### config.mk
export PLATFORM = sky130hd
export DESIGN_NAME = pipe_stage_reg
export DESIGN_NICKNAME = d
export VERILOG_FILES = /design/src/rtl/cpu_pipe_pkg.sv /design/src/rtl/pipe_slot.sv /design/src/rtl/pipe_stage_reg.sv
export SDC_FILE = /design/constraint.sdc
export NUM_CORES = 1
export LEC_CHECK = 0
export BUFFER_PORTS_ARGS = -buffer_cell sky130_fd_sc_hd__buf_4
export CELL_PAD_IN_SITES_DETAIL_PLACEMENT = 2
export CELL_PAD_IN_SITES_GLOBAL_PLACEMENT = 2
export CORE_MARGIN = 2
export CORE_UTILIZATION = 24
export DETAILED_ROUTE_END_ITERATION = 8
export PLACE_DENSITY_LB_ADDON = 0.1
export SLEW_MARGIN = 30
export SYNTH_ARGS = -nofsm -noshare
export SYNTH_HDL_FRONTEND = slang
export SYNTH_SLANG_ARGS = --single-unit
export TNS_END_PERCENT = 1
### constraint.sdc
create_clock -name sys_clk -period 1.87 [get_ports sys_clk]
set_input_delay 0.0935 -clock sys_clk [delete_from_list [all_inputs] [get_ports sys_clk]]
set_output_delay 0.0935 -clock sys_clk [all_outputs]
set_load 0.01 [all_outputs]
### src/rtl/cpu_pipe_pkg.sv
// -----------------------------------------------------------------------------
// cpu_pipe_pkg
//   Shared definitions for the CPU inter-stage pipeline registers.
//   - Default width localparams for pipe_stage_reg.
//   - Bit indices of the control bundle and a packed struct that stages use
//     to pack/unpack it.
//   - Operation encoding for a single pipe_slot register.
// -----------------------------------------------------------------------------
package cpu_pipe_pkg;

    localparam int PC_W_DEF        = 32;
    localparam int CTRL_W_DEF      = 8;
    localparam int DATA_W_DEF      = 128;
    localparam int STALL_CNT_W_DEF = 16;

    // Control bundle bit positions
    localparam int CTRL_REGWRITE = 0;
    localparam int CTRL_MEMREAD  = 1;
    localparam int CTRL_MEMWRITE = 2;
    localparam int CTRL_MEMTOREG = 3;
    localparam int CTRL_ISJUMP   = 4;

    // Packed view of the default-width control bundle; first member is MSB,
    // so the field order mirrors the bit indices above.
    typedef struct packed {
        logic [2:0] rsvd;
        logic       isjump;
        logic       memtoreg;
        logic       memwrite;
        logic       memread;
        logic       regwrite;
    } ctrl_t;

    // pipe_slot operations
    typedef enum logic [2:0] {
        SLOT_HOLD        = 3'd0, // keep contents
        SLOT_LOAD        = 3'd1, // capture a beat, mark valid
        SLOT_CLR_KEEP_PC = 3'd2, // invalidate, zero ctrl/data, keep pc
        SLOT_CLR_LOAD_PC = 3'd3, // invalidate, zero ctrl/data, load pc
        SLOT_CLR         = 3'd4  // zero everything
    } slot_op_e;

    function automatic ctrl_t ctrl_unpack(input logic [CTRL_W_DEF-1:0] v);
        return ctrl_t'(v);
    endfunction

    function automatic logic [CTRL_W_DEF-1:0] ctrl_pack(input ctrl_t c);
        return CTRL_W_DEF'(c);
    endfunction

endpackage

### src/rtl/pipe_slot.sv
// -----------------------------------------------------------------------------
// pipe_slot
//   One valid + pc + ctrl + data register with load / clear-keep-pc /
//   clear-load-pc / clear operations. Used for the main slot and, when the
//   skid buffer is built, for the skid slot.
// Ports:
//   clk_i, rst_i   clock, synchronous active-high reset
//   op_i           operation for this edge (slot_op_e)
//   pc_i/ctrl_i/data_i   beat to capture (pc_i also used by CLR_LOAD_PC)
//   vld_o/pc_o/ctrl_o/data_o   registered slot contents
// -----------------------------------------------------------------------------
module pipe_slot
    import cpu_pipe_pkg::*;
#(
    parameter int PC_W   = PC_W_DEF,
    parameter int CTRL_W = CTRL_W_DEF,
    parameter int DATA_W = DATA_W_DEF
) (
    input  logic              clk_i,
    input  logic              rst_i,
    input  slot_op_e          op_i,
    input  logic [PC_W-1:0]   pc_i,
    input  logic [CTRL_W-1:0] ctrl_i,
    input  logic [DATA_W-1:0] data_i,
    output logic              vld_o,
    output logic [PC_W-1:0]   pc_o,
    output logic [CTRL_W-1:0] ctrl_o,
    output logic [DATA_W-1:0] data_o
);

    logic              vld_q,  vld_d;
    logic [PC_W-1:0]   pc_q,   pc_d;
    logic [CTRL_W-1:0] ctrl_q, ctrl_d;
    logic [DATA_W-1:0] data_q, data_d;

    always_comb begin
        vld_d  = vld_q;
        pc_d   = pc_q;
        ctrl_d = ctrl_q;
        data_d = data_q;
        case (op_i)
            SLOT_LOAD: begin
                vld_d  = 1'b1;
                pc_d   = pc_i;
                ctrl_d = ctrl_i;
                data_d = data_i;
            end
            SLOT_CLR_KEEP_PC: begin
                vld_d  = 1'b0;
                ctrl_d = '0;
                data_d = '0;
            end
            SLOT_CLR_LOAD_PC: begin
                vld_d  = 1'b0;
                pc_d   = pc_i;
                ctrl_d = '0;
                data_d = '0;
            end
            SLOT_CLR: begin
                vld_d  = 1'b0;
                pc_d   = '0;
                ctrl_d = '0;
                data_d = '0;
            end
            default: ;
        endcase
    end

    always_ff @(posedge clk_i) begin
        if (rst_i) begin
            vld_q  <= 1'b0;
            pc_q   <= '0;
            ctrl_q <= '0;
            data_q <= '0;
        end else begin
            vld_q  <= vld_d;
            pc_q   <= pc_d;
            ctrl_q <= ctrl_d;
            data_q <= data_d;
        end
    end

    assign vld_o  = vld_q;
    assign pc_o   = pc_q;
    assign ctrl_o = ctrl_q;
    assign data_o = data_q;

endmodule

### src/rtl/pipe_stage_reg.sv
// -----------------------------------------------------------------------------
// pipe_stage_reg
//   Handshaked pipeline-stage register carrying pc, control bundle and an
//   opaque payload. Flush invalidates everything but keeps (or reloads) pc.
//   A saturating counter tracks cycles stalled by downstream.
// Build option:
//   PIPE_SKID_EN  adds a skid slot (capacity 2) and makes in_ready a pure
//                 register (~skid_full). Without it capacity is 1 and
//                 in_ready = ~out_valid | out_ready.
// Ports:
//   sys_clk, sys_rst               clock, synchronous active-high reset
//   in_valid/in_ready              upstream handshake
//   in_pc/in_ctrl/in_data          upstream beat
//   flush_i                        kill held and incoming beats this cycle
//   out_valid/out_ready            downstream handshake
//   out_pc/out_ctrl/out_data       main slot contents
//   stall_cnt                      saturating count of out_valid & ~out_ready
// -----------------------------------------------------------------------------
module pipe_stage_reg
    import cpu_pipe_pkg::*;
#(
    parameter int PC_W        = PC_W_DEF,
    parameter int CTRL_W      = CTRL_W_DEF,
    parameter int DATA_W      = DATA_W_DEF,
    parameter int STALL_CNT_W = STALL_CNT_W_DEF
) (
    input  logic                   sys_clk,
    input  logic                   sys_rst,
    input  logic                   in_valid,
    output logic                   in_ready,
    input  logic [PC_W-1:0]        in_pc,
    input  logic [CTRL_W-1:0]      in_ctrl,
    input  logic [DATA_W-1:0]      in_data,
    input  logic                   flush_i,
    output logic                   out_valid,
    input  logic                   out_ready,
    output logic [PC_W-1:0]        out_pc,
    output logic [CTRL_W-1:0]      out_ctrl,
    output logic [DATA_W-1:0]      out_data,
    output logic [STALL_CNT_W-1:0] stall_cnt
);

    logic              main_vld;
    slot_op_e          main_op;
    logic [PC_W-1:0]   main_pc_src;
    logic [CTRL_W-1:0] main_ctrl_src;
    logic [DATA_W-1:0] main_data_src;

    logic accept, emit, stall;

    assign accept = in_valid & in_ready;
    assign emit   = main_vld & out_ready;
    assign stall  = main_vld & ~out_ready;

`ifdef PIPE_SKID_EN
    logic              skid_vld;
    slot_op_e          skid_op;
    logic [PC_W-1:0]   skid_pc;
    logic [CTRL_W-1:0] skid_ctrl;
    logic [DATA_W-1:0] skid_data;

    // Registered ready: only the skid slot state decides it.
    assign in_ready = ~skid_vld;

    always_comb begin
        main_op       = SLOT_HOLD;
        skid_op       = SLOT_HOLD;
        main_pc_src   = in_pc;
        main_ctrl_src = in_ctrl;
        main_data_src = in_data;
        if (flush_i) begin
            main_op = in_valid ? SLOT_CLR_LOAD_PC : SLOT_CLR_KEEP_PC;
            skid_op = SLOT_CLR;
        end else if (emit && skid_vld) begin
            // in_ready is low here, so no input can be accepted this cycle
            main_op       = SLOT_LOAD;
            main_pc_src   = skid_pc;
            main_ctrl_src = skid_ctrl;
            main_data_src = skid_data;
            skid_op       = SLOT_CLR;
        end else if (accept && (!main_vld || emit)) begin
            main_op = SLOT_LOAD;
        end else if (accept) begin
            skid_op = SLOT_LOAD;
        end else if (emit) begin
            main_op = SLOT_CLR_KEEP_PC;
        end
    end

    pipe_slot #(
        .PC_W   (PC_W),
        .CTRL_W (CTRL_W),
        .DATA_W (DATA_W)
    ) u_skid (
        .clk_i  (sys_clk),
        .rst_i  (sys_rst),
        .op_i   (skid_op),
        .pc_i   (in_pc),
        .ctrl_i (in_ctrl),
        .data_i (in_data),
        .vld_o  (skid_vld),
        .pc_o   (skid_pc),
        .ctrl_o (skid_ctrl),
        .data_o (skid_data)
    );
`else
    // Single slot: a new beat may replace the one leaving this cycle.
    assign in_ready = ~main_vld | out_ready;

    always_comb begin
        main_op       = SLOT_HOLD;
        main_pc_src   = in_pc;
        main_ctrl_src = in_ctrl;
        main_data_src = in_data;
        if (flush_i) begin
            main_op = in_valid ? SLOT_CLR_LOAD_PC : SLOT_CLR_KEEP_PC;
        end else if (accept) begin
            main_op = SLOT_LOAD;
        end else if (emit) begin
            main_op = SLOT_CLR_KEEP_PC;
        end
    end
`endif

    pipe_slot #(
        .PC_W   (PC_W),
        .CTRL_W (CTRL_W),
        .DATA_W (DATA_W)
    ) u_main (
        .clk_i  (sys_clk),
        .rst_i  (sys_rst),
        .op_i   (main_op),
        .pc_i   (main_pc_src),
        .ctrl_i (main_ctrl_src),
        .data_i (main_data_src),
        .vld_o  (main_vld),
        .pc_o   (out_pc),
        .ctrl_o (out_ctrl),
        .data_o (out_data)
    );

    assign out_valid = main_vld;

    // Stall counter: saturates at all-ones, untouched by flush.
    logic [STALL_CNT_W-1:0] stall_cnt_q, stall_cnt_d;

    always_comb begin
        stall_cnt_d = stall_cnt_q;
        if (stall && (stall_cnt_q != '1))
            stall_cnt_d = stall_cnt_q + STALL_CNT_W'(1);
    end

    always_ff @(posedge sys_clk) begin
        if (sys_rst) stall_cnt_q <= '0;
        else         stall_cnt_q <= stall_cnt_d;
    end

    assign stall_cnt = stall_cnt_q;

endmodule

==> impl_results.md <==
- Synth area leader: dfxtp_1
- Worst EP required: 2.22 ns
- Sequential power share: 45.2%
- Hold_ws: 0.0284 ns
- First-pass GRT wire length: 46400 µm
- Die Wd: 168 µm
- Post-Layout Cell Count: 1560
- Number of global-route vias before repair: 8248
- Initial Utilization: 24.6%
- Total grt overflow: 0
- Die Y: 168 µm
- Inst Count DP: 1356
- Max-slew violations: 0
- CP Launch Point: stall_cnt[0]
- Status: finished, final reports clean
- WL/cell: 19.4 µm
- F_max: 579 MHz
- Least-Margin Pin Slew: 0.451 ns
- Worst-path fanout max: 8
- VDD IR max: 457 µV
- Async SR Flop Fraction: 0%
- Post-synth top area share: 57.5%
- Worst Hold Endpoint: u_main.vld_o
- Skew-Pair Late Insertion Delay: 0.42 ns
- Crit Reg-Reg Endpoint: stall_cnt[6]
- Max clock buf depth: 2
- Clock Pin Slew Worst Setup and Hold Paths: 0.07 ns
- Critical R2R Launch: stall_cnt[0]
- # IOs: 359
- P_leak: 5.22 nW
- Sw Share: 27.1%
- Antenna Violating Nets Remaining: 0
- Largest net degree at the start of global routing: 47
- Post-synth cell types: 36
- Reg2Reg Depth: 6
- Logic pwr share: 15.7%
- RSZ-0062 raised after global routing: no
- Port bufs: 358
- Top post-synthesis cells by area: dfxtp_1 (57%), a22oi_1 (16%), nor2_1 (8.1%)
- TritonCTS Buffers: 17
- Post-layout minimum cycle time: 1.73 ns
- H-tree depth: 4
- Vias: 7383
- Post-synth EDFFs: 0
- Crit Path Class: reg2reg
- Clock Root Buffer: clkbuf_16
- Final wirelength: 30200 µm
- PwrDens: 769 nW/µm²
- Fin crit share: 92.4%
- Synth Warn #: 0
- Crit path DAT: 2.08 ns
- Final hold violations: 0
- Synth Area per Inst: 9.30 µm²
- Syn nets: 867
- Post-CTS setup buffer count: 0
- Setup TNS: 0 ns
- Number of antenna violations at the first check in global routing: 2
- Post-DP HPWL: 19300 µm
- Final nets: 1384
- Predominant post-synthesis flop cell: dfxtp_1
- Top post-synthesis cells by count: dfxtp_1 (185), nor2_1 (139), a22oi_1 (136)
- Most common cell in the netlist: dfxtp_1
- Hold Startpoint: in_valid
- Layout cells sized above 1: 35.4%
- Vias per cell: 4.73
- Clock power share: 39.2%
- GRT Util Overall: 20.9%
- Hold crit path type: in2reg
- Register area share after synthesis: 57.5%
- FP Rows: 59
- Clock skew: 0.0122 ns
- MaxCap Viol Count: 0
- Drt initial violations: 316
- Int Pwr: 6.70 mW
- Final setup vio count: 0
- Cell depth of the worst hold path: 3
- GP Congestion: 0.718
- CORE AREA: 26200 µm²
- Reg-to-reg slack, setup: 0.14 ns
- CP Capture Type: flip-flop
- Cells after Synth: 693
- Netlist Area Pre-Place: 6450 µm²
- Clock sink total: 185
- Area delta synth->final: 85.5%
- CTS tree: yes
- Total die area: 28200 µm²
- Slew headroom: 69.8%
- Detailed Routing Iterations Pass 1: 5
- Switch Pwr: 2.49 mW
- FF+latch count, synth: 185
- CP startpoint kind: flip-flop
- Drt drc: 0
## cell type report
| class | count | area [µm²] |
|---|---|---|
| Fill cell | 2777 | 14300 |
| Timing Repair Buffer | 556 | 4760 |
| Sequential cell | 185 | 3700 |
| Multi-Input combinational cell | 447 | 2480 |
| Clock buffer | 19 | 443 |
| Tap cell | 335 | 419 |
| Clock inverter | 13 | 136 |
| Inverter | 3 | 11.3 |
| Antenna cell | 2 | 5.00 |
## power groups by stage
| stage | sequential [mW] | combinational (mW) | clock, mW |
|---|---|---|---|
| global route | 4.17 | 1.56 | 3.90 |
| finish | 4.15 | 1.44 | 3.60 |
| detailed placement | 4.24 | 1.13 | 0 |
| CTS | 4.15 | 1.43 | 3.73 |
| floorplan | 4.30 | 0.362 | 0 |
| global placement | 4.23 | 1.11 | 0 |
## what timing repair did
item / 4_1_cts / 5_1_grt
hold buffers: 169 / 0
resized for setup: 0 / 3
endpoints found under the hold margin: 169 / 0
setup endpoints to repair: 0 / 4
## sequential cells by signal (all words and copies together), names as in the netlist
signal and flops:
u_main.ctrl_o 8, u_main.pc_o 32, u_main.data_o 128, stall_cnt 16
u_main.vld_o 1
## worst max-delay path, cell delays in order (launching register included)
cell	delay, ns
dfxtp_1	0.32
ha_1	0.24
nand4_1	0.21
o41ai_4	0.10
buf_2	0.19
or3_2	0.45
a21oi_1	0.15
## how the worst max path moves through the flow
stage,cells after the start,to
after floorplan,6,stall_cnt[1]
after CTS,6,stall_cnt[1]
after global placement,6,stall_cnt[9]
after global routing,6,stall_cnt[1]
final,6,stall_cnt[6]
after detailed placement,6,stall_cnt[1]
## metrics by stage
stage / area (µm²) / util (%) / total power, mW / worst slack [ns]
final: 12000 / 45.6 / 9.19 / 0.142
after floorplan: 6450 / - / 4.66 / 0.0683
after CTS: 11900 / 45.5 / 9.32 / 0.0974
after global routing: 12000 / 45.6 / 9.62 / 0.0177
after global placement: 9660 / 36.9 / 5.35 / 0.176
after detailed placement: 9660 / 36.9 / 5.36 / 0.109
## cell usage in the layout, fill, tap and decap left out, drive strengths merged, types with 7 or more instances in the layout
cell type / n
buf: 387
dfxtp: 185
dlygate4sd3: 169
nor2: 139
a22oi: 136
nand2: 69
a21oi: 46
clkbuf: 19
o21ai: 8
clkinv: 7
or3: 7
inv: 7
## layer usage
layer  vias to the layer above  GRT usage, %  wire (µm)
li1                       3490             -          -
met1                      3568          23.0      11900
met2                       273          37.5      15000
met3                        52          6.51       2280
met4                         0          8.17       1040
met5                         -             0          0
## kinds of logic (layout without fill, tap and decap cells)
logic type      Yosys count  after routing  synth area share, %
buf+inv                  61            591                 4.29
xor+xnor                  1              1                0.136
simple gates            244            244                 16.1
fa+ha+maj                 1              1                0.194
flops                   185            185                 57.5
other cells               0              2                    0
mux                       1              1                0.155
compound gates          200            200                 21.7
(Power assumes the default switching activity.)
